### config.mk
export PLATFORM = sky130hd
export DESIGN_NAME = spi_tx
export DESIGN_NICKNAME = d
export VERILOG_FILES = /design/src/rtl/spi_tx.sv
export SDC_FILE = /design/constraint.sdc
export NUM_CORES = 1
export LEC_CHECK = 0
export BUFFER_PORTS_ARGS = -buffer_cell sky130_fd_sc_hd__buf_2
export CORE_MARGIN = 5
export CORE_UTILIZATION = 55
export DETAILED_ROUTE_END_ITERATION = 8
export GPL_TIMING_DRIVEN = 1
export PLACE_DENSITY = 0.73
export SYNTH_ARGS = -nofsm -noshare
export SYNTH_HDL_FRONTEND = slang
export SYNTH_SLANG_ARGS = --single-unit
### constraint.sdc
create_clock -name clk -period 2.1 [get_ports clk]
set_input_delay 0.42 -clock clk [delete_from_list [all_inputs] [get_ports clk]]
set_output_delay 0.42 -clock clk [all_outputs]
set_load 0.01 [all_outputs]
### src/rtl/spi_tx.sv
// MSB-first serial transmitter with a one-word holding buffer.
// Back-to-back words stream with no idle gap; abort drops everything.
module spi_tx #(
  parameter int   DW       = 8,
  parameter logic IDLE_LVL = 1'b0
) (
  input  logic          clk,
  input  logic          rst_b,
  input  logic [DW-1:0] data,
  input  logic          load,
  input  logic          abort,
  // serial data out; named tx_bit since bit is a reserved word
  output logic          tx_bit,
  output logic          active,
  output logic          done,
  output logic          ready
);

  localparam int CW = (DW > 1) ? $clog2(DW) : 1;
  localparam logic [CW-1:0] LAST = CW'(DW - 1);

  typedef enum logic {
    IDLE,
    SHIFT
  } state_t;

  state_t        state, state_n;
  logic [DW-1:0] shreg, shreg_n;
  logic [DW-1:0] hold, hold_n;
  logic          full, full_n;
  logic [CW-1:0] cnt, cnt_n;
  logic          bit_n, active_n, done_n;
  logic          accept, lsb;

  assign ready  = ~full;
  assign accept = load & ~full;
  assign lsb    = (cnt == LAST);

  always_comb begin
    state_n = state;
    shreg_n = shreg;
    hold_n  = hold;
    full_n  = full;
    cnt_n   = cnt;
    if (abort) begin
      state_n = IDLE;
      full_n  = 1'b0;
      cnt_n   = '0;
    end else begin
      unique case (state)
        IDLE: begin
          if (accept) begin
            shreg_n = data;
            state_n = SHIFT;
            cnt_n   = '0;
          end
        end
        SHIFT: begin
          if (!lsb) begin
            shreg_n = shreg << 1;
            cnt_n   = cnt + CW'(1);
            if (accept) begin
              hold_n = data;
              full_n = 1'b1;
            end
          end else if (full) begin
            shreg_n = hold;
            hold_n  = '0;
            full_n  = 1'b0;
            cnt_n   = '0;
          end else if (accept) begin
            shreg_n = data;
            cnt_n   = '0;
          end else begin
            state_n = IDLE;
            cnt_n   = '0;
          end
        end
        default: state_n = IDLE;
      endcase
    end
  end

  // outputs follow the next-state shift register so they are pure flops
  always_comb begin
    bit_n    = IDLE_LVL;
    active_n = 1'b0;
    done_n   = 1'b0;
    if (state_n == SHIFT) begin
      bit_n    = shreg_n[DW-1];
      active_n = 1'b1;
      done_n   = (cnt_n == LAST);
    end
  end

  always_ff @(posedge clk or negedge rst_b) begin
    if (!rst_b) begin
      state  <= IDLE;
      shreg  <= '0;
      hold   <= '0;
      full   <= 1'b0;
      cnt    <= '0;
      tx_bit <= IDLE_LVL;
      active <= 1'b0;
      done   <= 1'b0;
    end else begin
      state  <= state_n;
      shreg  <= shreg_n;
      hold   <= hold_n;
      full   <= full_n;
      cnt    <= cnt_n;
      tx_bit <= bit_n;
      active <= active_n;
      done   <= done_n;
    end
  end

endmodule
==> results.py <==
metrics = {
    "status": {
        "status": "complete, no violations",
    },
    "die": {
        "io_pins": 16,
        "core_um2": 2020,
        "dieArea_um2": 3200,
        "die_h_um": 56.6,
        "placementRows": 16,
        "initial_core_util_pct": 59.0,
        "die_x_um": 56.6,
    },
    "power": {
        "vdd.ir_drop.worst_mv": 0.556,
        "combPwrFrac_pct": 19.7,
        "p_per_area_nw_per_um2": 757,
        "power.leakage_nw": 0.593,
        "p_int_mw": 0.688,
        "p_total_mw": 0.971,
        "p_switching_mw": 0.283,
        "switching_share_pct": 29.1,
        "seqPwrFrac_pct": 58.7,
        "power_frac_clock_pct": 21.7,
    },
    "finish": {
        "drive_above_1_share_pct": 27.9,
        "layoutNonFillerInstCount": 156,
        "postLayoutCellArea_um2": 1280,
        "final_nets": 145,
        "diodes": 0,
        "area_growth_pct": 7.56,
    },
    "worst_setup_path": {
        "critPathKind": "register to register",
        "arrival_ns": 2.17,
        "worstPathRequired_ns": 2.31,
        "start_kind": "register",
        "cp-end-kind": "register",
        "worstPathMaxFanout": 12,
    },
    "clock_tree": {
        "cts_tree": "built",
        "cts_sinks": 23,
        "post_cts_buffers": 0,
        "cts.clk_slew.worst_paths_ns": 0.14,
        "root_buffer": "clkbuf_4",
        "h-tree-depth": 1,
        "clkLatencyLatePin_ns": 0.31,
        "cts_hold_buf": 0,
        "ctsResizeCount": 0,
        "numCtsBuffers": 3,
        "clk_path_buf_depth": 2,
    },
    "detailed_routing": {
        "ant_nets": 0,
        "viasPerCell": 5.72,
        "drt-initial-drc-count": 29,
        "vias": 892,
        "finalWirelength_um": 2450,
        "drcViolationCount": 0,
        "first_pass_iters": 4,
        "wl_per_cell_um": 15.7,
    },
    "logic_synthesis": {
        "synth_seq_area_share_pct": 48.3,
        "syn_nets": 131,
        "ys_top_cells_by_count": "26 x nand2_1, 23 x dfrtp_1, 9 x o21ai_0",
        "synthArstFlopShare_pct": 100,
        "yosysMostFrequentCell": "nand2_1",
        "syn_area_um2": 1190,
        "synthTopCellsByArea": "dfrtp_1 48%, nand2_1 8.2%, o221a_2 5.7%",
        "synthDistinctLibCells": 32,
        "yosys.area.top_type_share_pct": 48.3,
        "avgSynthCellArea_um2": 10.3,
        "netlist.top_cell.by_area": "dfrtp_1",
        "synth_top_flop_cell": "dfrtp_1",
        "netlist_instances": 116,
        "yosys_warnings": 0,
        "ys_seq_elements": 23,
        "synth_edf_count": 0,
    },
    "timing": {
        "max_freq_mhz": 509,
        "finalMaxSlewViolations": 0,
        "worst_pin_slew_ns": 0.514,
        "setup_ws_ns": 0.137,
        "timing.final.crit_share_pct": 93.5,
        "rsz0062_at_grt": "false",
        "skew_ns": 0.0139,
        "period_minus_slack_ns": 1.96,
        "setup_viol": 0,
        "setup_tns_ns": 0,
        "hold_viol": 0,
        "relSlewSlack_pct": 65.8,
    },
    "min_path": {
        "hold_class": "primary input to asynchronous set/reset pin",
    },
    "grt": {
        "grt_start_max_net_pins": 24,
        "grt_pass1_wl_um": 4230,
        "grt_pass1_vias": 900,
        "grtUsageTotal_pct": 16.6,
        "antenna_found_initial": 0,
        "globalRouteOverflowTotal": 0,
    },
    "placed_design": {
        "post-place-cells": 152,
        "dp_hpwl_um": 1730,
        "place_area_um2": 1250,
        "pre_cts_ws_ns": 0.193,
        "numPortBuffers": 15,
        "place_congestion": 0.845,
    },
    "run": {
        "cap_viol_max_count": 0,
    },
}
per-layer routing:
metal	wire length (µm)	GRT usage, %	vias to the layer above
met5	0	0	-
met4	19	5.08	0
met3	98	3.21	2
met2	1100	25.6	16
met1	1230	23.4	438
li1	-	-	436
placed cells by master (no fill, tap or decap), drive strengths merged, types with 2 or more instances in the layout:
cell type and instances:
a21oi 4, nor2b 2, nor2 3, inv 6, o21ai 11, o22ai 7, and2b 2, and2 3
buf 15, nand2b 2, nand2 27, a31oi 3, o221a 6, clkbuf 3, ha 3, dfrtp 23
final timing paths:
check | endpoint | startpoint | cells after the start | slack (ns)
setup / recovery | shreg[7]$_DFF_PN0_ | cnt[0]$_DFF_PN0_ | 6 | 0.14
hold / removal | hold[4]$_DFFE_PN0P_ | rst_b | 1 | 0.05
setup reg to reg | shreg[7]$_DFF_PN0_ | cnt[0]$_DFF_PN0_ | 6 | 0.14
hold reg to reg | hold[1]$_DFFE_PN0P_ | hold[1]$_DFFE_PN0P_ | 2 | 0.50
max in group asynchronous | hold[0]$_DFFE_PN0P_ | rst_b | 1 | 1.69
min in group clk | hold[1]$_DFFE_PN0P_ | data[1] | 3 | 0.34
state kept, by name (all words and copies together), names as in the netlist:
signal  count
tx_bit      1
hold        8
shreg       8
done        1
full        1
cnt         3
active      1
area by class of cell:
cell class / instances / area [µm²]
well taps: 27 / 33.8
multi-input cells: 81 / 546
clock inverters: 1 / 7.51
inverters: 6 / 22.5
repair buffers: 15 / 75.1
flip-flops and latches: 23 / 576
fillers: 185 / 739
clock buffers: 3 / 22.5
logic make-up after synthesis:
| group | after synthesis | synth area share (%) |
|---|---|---|
| compound gates | 35 | 22.5 |
| fa+ha+maj | 3 | 3.15 |
| buf+inv | 12 | 5.98 |
| simple gates | 42 | 18.9 |
| flops | 23 | 48.3 |
| mux | 1 | 1.26 |
through the flow:
| step | util (%) | hold WS (ns) |
|---|---|---|
| after CTS | 63.4 | 0.0621 |
| after floorplan | - | 0.124 |
| after global placement | 61.9 | 0.414 |
| after detailed placement | 61.9 | 0.422 |
| final | 63.4 | 0.0514 |
| after global routing | 63.4 | 0.0757 |
critical path: stages (launching register included):
cell and delay (ns):
dfrtp_1 0.42, ha_1 0.20, ha_1 0.46, and2b_1 0.29
a32o_1 0.25, a31oi_1 0.15, o22ai_1 0.10
power groups by stage:
stage,Sequential [mW],Combinational [mW],Clock [mW]
3_5_place_dp,0.577,0.193,0
6_report,0.570,0.191,0.210
3_3_place_gp,0.577,0.182,0
4_1_cts,0.569,0.192,0.216
2_1_floorplan,0.558,0.155,0
5_1_grt,0.581,0.214,0.238
Power figures use the tool's default switching activity.
